[src/rtl/jtag_rpc_pkg.sv]
// Shared encodings for the JTAG RPC bridge: RPC_ADD command field and bus FSM states.
package jtag_rpc_pkg;

    typedef enum logic [1:0] {
        CMD_ADDR   = 2'b00,
        CMD_READ   = 2'b01,
        CMD_WRARM  = 2'b10,
        CMD_CLRERR = 2'b11
    } cmd_e;

    typedef enum logic {
        ST_IDLE = 1'b0,
        ST_REQ  = 1'b1
    } state_e;

endpackage

[src/rtl/jtag_dr_shift.sv]
// Capture/shift data register for one JTAG instruction; LSB is shifted out first.
module jtag_dr_shift
    import jtag_rpc_pkg::*;
#(
    parameter int WIDTH = 8
) (
    input  logic             jtag_clk,
    input  logic             trst_n_pad_in,
    input  logic             capture_i,
    input  logic             shift_i,
    input  logic             select_i,
    input  logic             tdi_i,
    input  logic [WIDTH-1:0] capture_val_i,
    output logic [WIDTH-1:0] value_o,
    output logic             tdo_o
);

    logic [WIDTH-1:0] sr_q, sr_d;

    always_comb begin
        sr_d = sr_q;
        if (select_i) begin
            if (capture_i) begin
                sr_d = capture_val_i;
            end else if (shift_i) begin
                sr_d = {tdi_i, sr_q[WIDTH-1:1]};
            end
        end
    end

    always_ff @(posedge jtag_clk or negedge trst_n_pad_in) begin
        if (!trst_n_pad_in) begin
            sr_q <= '0;
        end else begin
            sr_q <= sr_d;
        end
    end

    assign value_o = sr_q;
    assign tdo_o   = sr_q[0];

endmodule

[src/rtl/jtag_rpc_bridge.sv]
// Turns RPC_ADD / RPC_DATA update events into single req/ack bus transactions.
//   state   | meaning
//   ST_IDLE | no transaction outstanding; updates may start one
//   ST_REQ  | bus_req high, waiting for bus_ack or timeout
module jtag_rpc_bridge
    import jtag_rpc_pkg::*;
#(
    parameter int ADDR_WIDTH = 16,
    parameter int DATA_WIDTH = 32,
    parameter int AUTO_INC   = 1,
    parameter int TIMEOUT    = 255
) (
    input  logic                  jtag_clk,
    input  logic                  trst_n_pad_in,
    input  logic                  test_logic_reset_i,
    input  logic                  capture_dr_i,
    input  logic                  shift_dr_i,
    input  logic                  update_dr_i,
    input  logic                  tdi_i,
    input  logic                  select_i,
    input  logic                  aux_select_i,
    output logic                  tdo_o,
    output logic                  aux_tdo_o,
    output logic                  bus_req,
    output logic                  bus_we,
    output logic [ADDR_WIDTH-1:0] bus_addr,
    output logic [DATA_WIDTH-1:0] bus_wdata,
    input  logic [DATA_WIDTH-1:0] bus_rdata,
    input  logic                  bus_ack,
    input  logic                  bus_err
);

    localparam int ADD_W = ADDR_WIDTH + 2;
    localparam int CNT_W = $clog2(TIMEOUT + 1);
    localparam logic [CNT_W-1:0] CNT_TC = CNT_W'(TIMEOUT - 1);

    state_e                state_q, state_d;
    logic [CNT_W-1:0]      cnt_q, cnt_d;
    logic                  err_q, err_d;
    logic                  wmode_q, wmode_d;
    logic                  we_q, we_d;
    logic [ADDR_WIDTH-1:0] addr_q, addr_d;
    logic [DATA_WIDTH-1:0] wdata_q, wdata_d;
    logic [DATA_WIDTH-1:0] rdata_q, rdata_d;

    logic [ADD_W-1:0]      add_val;
    logic [DATA_WIDTH-1:0] data_val;
    logic                  busy, start, start_we;
    cmd_e                  cmd;

    assign busy = (state_q == ST_REQ);
    assign cmd  = cmd_e'(add_val[ADD_W-1 -: 2]);

    jtag_dr_shift #(.WIDTH(ADD_W)) u_rpc_add (
        .jtag_clk      (jtag_clk),
        .trst_n_pad_in (trst_n_pad_in),
        .capture_i     (capture_dr_i),
        .shift_i       (shift_dr_i),
        .select_i      (select_i),
        .tdi_i         (tdi_i),
        .capture_val_i ({busy, err_q, addr_q}),
        .value_o       (add_val),
        .tdo_o         (tdo_o)
    );

    jtag_dr_shift #(.WIDTH(DATA_WIDTH)) u_rpc_data (
        .jtag_clk      (jtag_clk),
        .trst_n_pad_in (trst_n_pad_in),
        .capture_i     (capture_dr_i),
        .shift_i       (shift_dr_i),
        .select_i      (aux_select_i),
        .tdi_i         (tdi_i),
        .capture_val_i (rdata_q),
        .value_o       (data_val),
        .tdo_o         (aux_tdo_o)
    );

    always_comb begin
        state_d  = state_q;
        cnt_d    = cnt_q;
        err_d    = err_q;
        wmode_d  = wmode_q;
        we_d     = we_q;
        addr_d   = addr_q;
        wdata_d  = wdata_q;
        rdata_d  = rdata_q;
        start    = 1'b0;
        start_we = 1'b0;

        // Address and write data are frozen while a request is outstanding.
        if (update_dr_i && select_i) begin
            unique case (cmd)
                CMD_ADDR: if (!busy) begin
                    addr_d  = add_val[ADDR_WIDTH-1:0];
                    wmode_d = 1'b0;
                end
                CMD_READ: if (busy) begin
                    err_d = 1'b1;
                end else begin
                    addr_d  = add_val[ADDR_WIDTH-1:0];
                    wmode_d = 1'b0;
                    start   = 1'b1;
                end
                CMD_WRARM: if (!busy) begin
                    addr_d  = add_val[ADDR_WIDTH-1:0];
                    wmode_d = 1'b1;
                end
                CMD_CLRERR: err_d = 1'b0;
                default: ;
            endcase
        end else if (update_dr_i && aux_select_i) begin
            if (busy) begin
                err_d = 1'b1;
            end else begin
                start    = 1'b1;
                start_we = wmode_q;
                if (wmode_q) begin
                    wdata_d = data_val;
                end
            end
        end

        unique case (state_q)
            ST_IDLE: if (start) begin
                state_d = ST_REQ;
                cnt_d   = '0;
                we_d    = start_we;
            end
            ST_REQ: begin
                if (bus_ack || cnt_q == CNT_TC) begin
                    state_d = ST_IDLE;
                    if (AUTO_INC != 0) begin
                        addr_d = addr_q + ADDR_WIDTH'(1);
                    end
                end
                if (bus_ack) begin
                    if (!we_q) begin
                        rdata_d = bus_rdata;
                    end
                    if (bus_err) begin
                        err_d = 1'b1;
                    end
                end else if (cnt_q == CNT_TC) begin
                    err_d = 1'b1;
                end else begin
                    cnt_d = cnt_q + CNT_W'(1);
                end
            end
            default: state_d = ST_IDLE;
        endcase

        if (test_logic_reset_i) begin
            state_d = ST_IDLE;
            cnt_d   = '0;
            err_d   = 1'b0;
            wmode_d = 1'b0;
            we_d    = we_q;
            addr_d  = addr_q;
            wdata_d = wdata_q;
            rdata_d = rdata_q;
        end
    end

    always_ff @(posedge jtag_clk or negedge trst_n_pad_in) begin
        if (!trst_n_pad_in) begin
            state_q <= ST_IDLE;
            cnt_q   <= '0;
            err_q   <= 1'b0;
            wmode_q <= 1'b0;
            we_q    <= 1'b0;
            addr_q  <= '0;
            wdata_q <= '0;
            rdata_q <= '0;
        end else begin
            state_q <= state_d;
            cnt_q   <= cnt_d;
            err_q   <= err_d;
            wmode_q <= wmode_d;
            we_q    <= we_d;
            addr_q  <= addr_d;
            wdata_q <= wdata_d;
            rdata_q <= rdata_d;
        end
    end

    assign bus_req   = busy;
    assign bus_we    = we_q;
    assign bus_addr  = addr_q;
    assign bus_wdata = wdata_q;

endmodule

[config.mk]
export PLATFORM = sky130hd
export DESIGN_NAME = jtag_rpc_bridge
export DESIGN_NICKNAME = d
export VERILOG_FILES = /design/src/rtl/jtag_rpc_pkg.sv /design/src/rtl/jtag_dr_shift.sv /design/src/rtl/jtag_rpc_bridge.sv
export SDC_FILE = /design/constraint.sdc
export NUM_CORES = 1
export LEC_CHECK = 0
export ABC_AREA = 1
export ABC_CLOCK_PERIOD_IN_PS = 1500
export CORE_ASPECT_RATIO = 1.5
export CORE_MARGIN = 1
export CORE_UTILIZATION = 50
export CTS_BUF_LIST = sky130_fd_sc_hd__clkbuf_8
export CTS_CLUSTER_DIAMETER = 30
export DETAILED_ROUTE_END_ITERATION = 16
export GPL_TIMING_DRIVEN = 0
export PLACE_DENSITY_LB_ADDON = 0.25
export RECOVER_POWER = 100
export SYNTH_ARGS = -nofsm -noshare
export SYNTH_HDL_FRONTEND = slang
export SYNTH_SLANG_ARGS = --single-unit
[constraint.sdc]
create_clock -name jtag_clk -period 1.5 [get_ports jtag_clk]
set_input_delay 0.15 -clock jtag_clk [delete_from_list [all_inputs] [get_ports jtag_clk]]
set_output_delay 0.15 -clock jtag_clk [all_outputs]
set_load 0.005 [all_outputs]
* Word level (Yosys, flattened, before mapping) *
Cells that the tools add are included.

storage, ports and cells
  bits of input ports = 43
  word-level logic and storage cells = 79
  register bits after elaboration = 142
  output and inout port bits = 52

cells by class
  reductions and logical operators = 16
  multiplexer cells = 38
  add/sub/neg operators = 2
  bitwise gates (word level) = 4
  equality and inequality tests = 9

operators by type and width
  kind                                                 number
  2-to-1 mux 16 bit                                    5
  2-to-1 mux 32 bit                                    2
  2-to-1 mux 18 bit                                    2
  2-to-1 mux 8 bit                                     4
  2-to-1 mux 1 bit                                     21
  adder 16 x 1 -> 16 bit, second input constant        1
  one-hot mux 8 bit (2 select lines)                   1
  inequality test 3 bit, second input constant         5
  adder 8 x 1 -> 8 bit, second input constant          1
  equality test 8 bit, second input constant           1
  AND reduction 4 bit                                  2
  one-hot mux 1 bit (2 select lines)                   3
  AND reduction 3 bit                                  2
  AND reduction 5 bit                                  1
  equality test 2 bit, second input constant           2
  NOT 1 bit                                            4
  AND reduction 2 bit                                  2
  nonzero test 2 bit                                   2
  nonzero test 3 bit                                   1
  OR reduction 3 bit                                   1
  equality test 2 x 1 -> 1 bit, second input constant  1
  logical AND 1 bit                                    2
  zero test 2 bit                                      1
  OR reduction 2 bit                                   1
  logical OR 1 bit                                     1

* Depth between registers and ports, before layout *
  depth in word-level cells = 7
  gate-level depth with buffers = 13
  mapped depth without buffers = 12

* Modules after synthesis *
A second synthesis with hierarchy kept.

unflattened totals
  cell total of the unflattened synthesis = 937
  area, all modules = 7,593.5 µm²

by module, submodules not included
  module                      cells an instance  area an instance (µm²)  instances  sequential area each (µm²)
  jtag_rpc_bridge             557                4,964.8                 1          2,302.2
  jtag_dr_shift (u_rpc_data)  243                1,686.6                 1          800.8
  jtag_dr_shift (u_rpc_add)   137                942.2                   1          450.4

* Worst setup path after synthesis *
OpenSTA, ideal clock, no wires.

  path kind = reg-to-reg
  from = reg cnt_q[0]
  to = reg cnt_q[3]
  period minus slack after synthesis = 1.498 ns
  data required time = 1.382 ns
  setup time = 0.118 ns
  path slack = 0.002 ns
  stages on the path, launching flop included = 14
  path buffers = 1
  data arrival time = 1.380 ns
  cell sequence = dfrtp_1 > inv_1 > ha_1 > nand2_1 > nor2_1 > nand2_2 > nand2_4 > nand2_4 > clkinv_4 > nor2_4 > clkinv_4 > buf_8 > nand2_1 > o21ai_2

on the way
  cells in the longest elaborated chain, start to end = 5
  elaborated cells between the ends (all ways) = 8
  classes of those cells = 1 x add/sub; 2 x eq/ne; 4 x mux; 1 x reduce/logical

RTL lines
  item                                RTL line                RTL
  from (decl)                         jtag_rpc_bridge.sv:38   logic [CNT_W-1:0] cnt_q, cnt_d;
  from (signal assigned)              jtag_rpc_bridge.sv:176  cnt_q <= cnt_d;
  adder 8 x 1 -> 8 bit                jtag_rpc_bridge.sv:146  cnt_d = cnt_q + CNT_W'(1);
  2-to-1 mux 8 bit                    jtag_rpc_bridge.sv:143  end else if (cnt_q == CNT_TC) begin
  2-to-1 mux 8 bit                    jtag_rpc_bridge.sv:136  if (bus_ack) begin
  one-hot mux 8 bit (2 select lines)  jtag_rpc_bridge.sv:123  unique case (state_q)
  2-to-1 mux 8 bit                    jtag_rpc_bridge.sv:152  if (test_logic_reset_i) begin

Several ways; a longest one is shown, not always the timed one. The select of a mux whose other input is x is not followed.
A chain may end at the register's enable or synchronous reset.

* Final worst setup path *
  from = reg cnt_q[1]
  to = reg cnt_q[4]

The elaborated chain is that of the path after synthesis.

==> summary.md <==
| Metric | Value |
|---|---|
| Routability Congestion | `0.922` |
| Main synth FF type | `dfrtp_1` |
| Status | `finished with violations` |
| Clock network power share | `between 20% and 30%` |
| FF-to-FF Start | `cnt_q[1]` |
| Leak | `between 4 and 5 nW` |
| Input/output buffers | `between 90 and 100` |
| Register area | `3570 sq um` |
| Power Density | `between 1000 and 1500 nW/um^2` |
| DRC | `0` |
| H-tree depth | `4` |
| Largest net degree at the start of global routing | `75` |
| Area share of the largest cell type after synthesis | `between 50% and 60%` |
| CP cell instances | `ha_4, nand2_2, nor2_2, nand2_2, nand2_4, nand2_4, clkinv_4, nor2_4, clkinv_4, buf_8, nand2_2, o21ai_2` |
| Num rows | `51` |
| Pins Over Slew Limit | `0` |
| Setup_tns | `-2.68 ns` |
| Area contributors post-synth | `dfrtp_1, nand2_1, o21ai_0, o211ai_1, inv_1` |
| Total CTS buffers | `17` |
| Seq pwr share | `a little over two fifths` |
| Drt pass-1 iters | `4` |
| Multi-input gate area | `2940 sq um` |
| Fin cells | `between 1000 and 1500` |
| WS Path Type | `reg2reg` |
| Core ar. | `~13000 sq um` |
| Grt total ovfl | `0` |
| Peak VDD IR | `953 uV` |
| Cell Area, Synth | `6800 sq um` |
| Worst reg2reg endpoint | `cnt_q[4]` |
| IO Count | `95` |
| Final Cycle Share | `106%` |
| Post-synth top area cell | `dfrtp_1` |
| Number of global-route vias before repair | `about 6100` |
| Failing checks | `setup timing` |
| Die Y | `~140 um` |
| Peak Freq | `~630 MHz` |
| R2R setup slack | `-0.09 ns` |
| EDFF count, synth | `0` |
| Crit-path slowest cell | `dfrtp_1` |
| CTS tree | `yes` |
| Worst-skew pair later-pin latency | `0.44 ns` |
| Worst Path Required | `1.84 ns` |
| CTS sink cnt | `142` |
| CP bufs+invs | `3` |
| R2R depth | `12` |
| Antenna Cells | `0` |
| Filler Cell Count | `1058` |
| Initial Util | `approximately half` |
| Area delta synth->final | `33.7%` |
| Clk slew on worst S/H paths | `0.09 ns` |
| Initial drt markers | `302` |
| Clk buf depth | `2` |
| First-pass GRT wire length | `28500 um` |
| Psw | `about 4 mW` |
| Post-Syn Instances | `around 750` |
| Final hold violations | `0` |
| Switching share of total power | `between 30% and 40%` |
| Logic gate share of total power | `32.6%` |
| Nets | `approximately 970` |
| Die width | `97.2 um` |
| Post-synthesis sequential area ratio | `52.2%` |
| Placed cells | `around 1000` |
| Critical path's largest stage delay | `0.42 ns` |
| Final wirelength | `18100 um` |
| Worst Tran Pin Value | `approximately 0.95 ns` |
| Unrepaired setup endpoints after global routing | `yes` |
| Share of cells above drive strength 1 | `25.6%` |
| Worst EP arrival | `slightly below 2 ns` |
| CTS root buf | `clkbuf_8` |
| Hold path cells | `2` |
| DIE AREA | `between 10000 and 15000 sq um` |
| Post-detail-place hpwl | `roughly 12000 um` |
| Hold WS | `0.313 ns` |
| Vias/cell | `5.48` |
| Syn nets | `between 700 and 800` |
| Netlist cell types | `37` |
| Fin worst setup slack | `-0.0910 ns` |
| Type of origin of the critical path | `flip-flop` |
| Cell repeated most along the worst path | `nand2_2` |
| Clock Skews | `between 0.01 and 0.015 ns` |
| Worst rel slew slack | `37.0%` |
| Ys Warns | `0` |
| Int Pwr | `roughly 8.3 mW` |
| Worst Hold Path EP | `rdata_q[10]` |
| Final core utilization | `about 69%` |
| Worst Hold Class | `in2reg` |
| Finish-stage setup viols | `57` |
| Mean Syn Cell Area | `just over 9 sq um` |
| Delay-heaviest family, CP | `simple AND/OR/NAND/NOR gates` |
| Crit end category | `flip-flop` |
| Max-cap violations | `0` |
| Total global-route track usage | `about a quarter` |
| Initial antenna violation count | `0` |
| Power Total | `approximately 12 mW` |
| Post-route ant nets | `0` |
| Yosys reg bits | `142` |
| HP Start | `bus_rdata[10]` |
| Async S/R FF share, synth | `100%` |
| Vias | `~6000` |
| Worst-path maximum fanout | `5` |
| Clock period minus worst slack | `1.59 ns` |
| Routed wire per std cell | `16.6 um` |
[stage by stage]
step                      worst slack [ns]  instance area (sq um)
after floorplan                    0.00208                   6800
after global placement               -5.26                   7940
after detailed placement            -0.608                   7970
after CTS                          -0.0947                   8770
after global routing                -0.181                   9100
final                              -0.0910                   9100
[state kept, by name (all words and copies together), names as in the netlist]
register and count:
bus_wdata 32, u_rpc_data.value_o 32, err_q 1, u_rpc_add.value_o 18, rdata_q 32, bus_addr 16, bus_we 1, cnt_q 8
wmode_q 1, bus_req 1
[synthesized netlist by cell type, types with 2 or more instances]
master / n
nand2_1: 187
dfrtp_1: 142
o21ai_0: 84
inv_1: 70
nor2_1: 43
o211ai_1: 39
o21ai_2: 24
mux2_2: 23
nand3_1: 20
clkbuf_1: 18
a21oi_1: 17
xor2_1: 10
buf_6: 9
mux2_4: 8
nand4_1: 7
o21ai_1: 6
inv_2: 5
buf_2: 4
a31oi_1: 3
buf_1: 3
ha_1: 3
nand2_4: 3
buf_4: 2
clkinv_4: 2
nand2_2: 2
nor2_2: 2
nor3_1: 2
o21a_1: 2
[power groups by stage]
stage          registers, mW  clock network, mW  logic [mW]
3_3_place_gp            5.56                  0        3.10
2_1_floorplan           5.43                  0        1.72
6_report                5.43               2.88        4.03
3_5_place_dp            5.60                  0        3.21
4_1_cts                 5.40               2.93        3.73
5_1_grt                 5.54               3.11        4.41
[worst max path at each step]
stage / from / depth (start not counted) / slack [ns] / end
after global placement: trst_n_pad_in / 1 / -5.26 / bus_wdata[20]
final: cnt_q[1] / 12 / -0.09 / cnt_q[4]
after global routing: cnt_q[0] / 13 / -0.18 / cnt_q[4]
after floorplan: cnt_q[0] / 13 / 0.002 / cnt_q[3]
after CTS: cnt_q[0] / 13 / -0.09 / cnt_q[3]
after detailed placement: test_logic_reset_i / 9 / -0.61 / bus_wdata[27]
[layout make-up]
class	instances	area share [%]
buffer	37	2.97
clock buffer	17	2.57
clock inverter	14	1.47
inverter	77	3.54
multi-input combinational	493	32.3
sequential	142	39.2
tap	159	2.19
timing repair buffer	155	15.8
[placed cells by master, fill, tap and decap left out, drive strengths merged, types with 18 or more instances in the layout]
master         count
dfrtp            142
nand2            192
o211ai            39
clkdlybuf4s50     56
o21ai            114
clkdlybuf4s25     24
nor2              46
mux2              31
clkbuf            43
buf               72
nand3             21
a21oi             18
inv               80
[worst reg2reg max path: stages (launching register included)]
cell      delay [ns]
dfrtp_1         0.42
ha_4            0.17
nand2_2         0.06
nor2_2          0.04
nand2_2         0.08
nand2_4         0.09
nand2_4         0.10
clkinv_4        0.06
nor2_4          0.12
clkinv_4        0.10
buf_8           0.14
nand2_2         0.07
o21ai_2         0.05
[per-layer routing]
| layer | track usage, % | wire [um] | vias to the layer above |
|---|---|---|---|
| met4 | 14.1 | 688 | 0 |
| met5 | 0 | 0 | - |
| met3 | 5.86 | 940 | 60 |
| met1 | 27.2 | 6820 | 2909 |
| li1 | - | - | 2821 |
| met2 | 47.9 | 9690 | 200 |
[kinds of logic after synthesis]
kind of cell | synth area share, %
simple gates | 16.4
compound gates | 16.1
flops | 52.2
buf+inv | 7.78
mux | 5.57
xor+xnor | 1.29
fa+ha+maj | 0.552
[repair_timing]
item | CTS | global route
gates resized for setup | 68 | 82
cloned | 1 | 2
pin swaps | 5 | 13
hold endpoints to repair | 68 | 0
setup endpoints to repair | 112 | 123
hold buffers | 1 | 0
buffers inserted | 34 | 22
No activity file was read; power rests on OpenSTA's default activity.
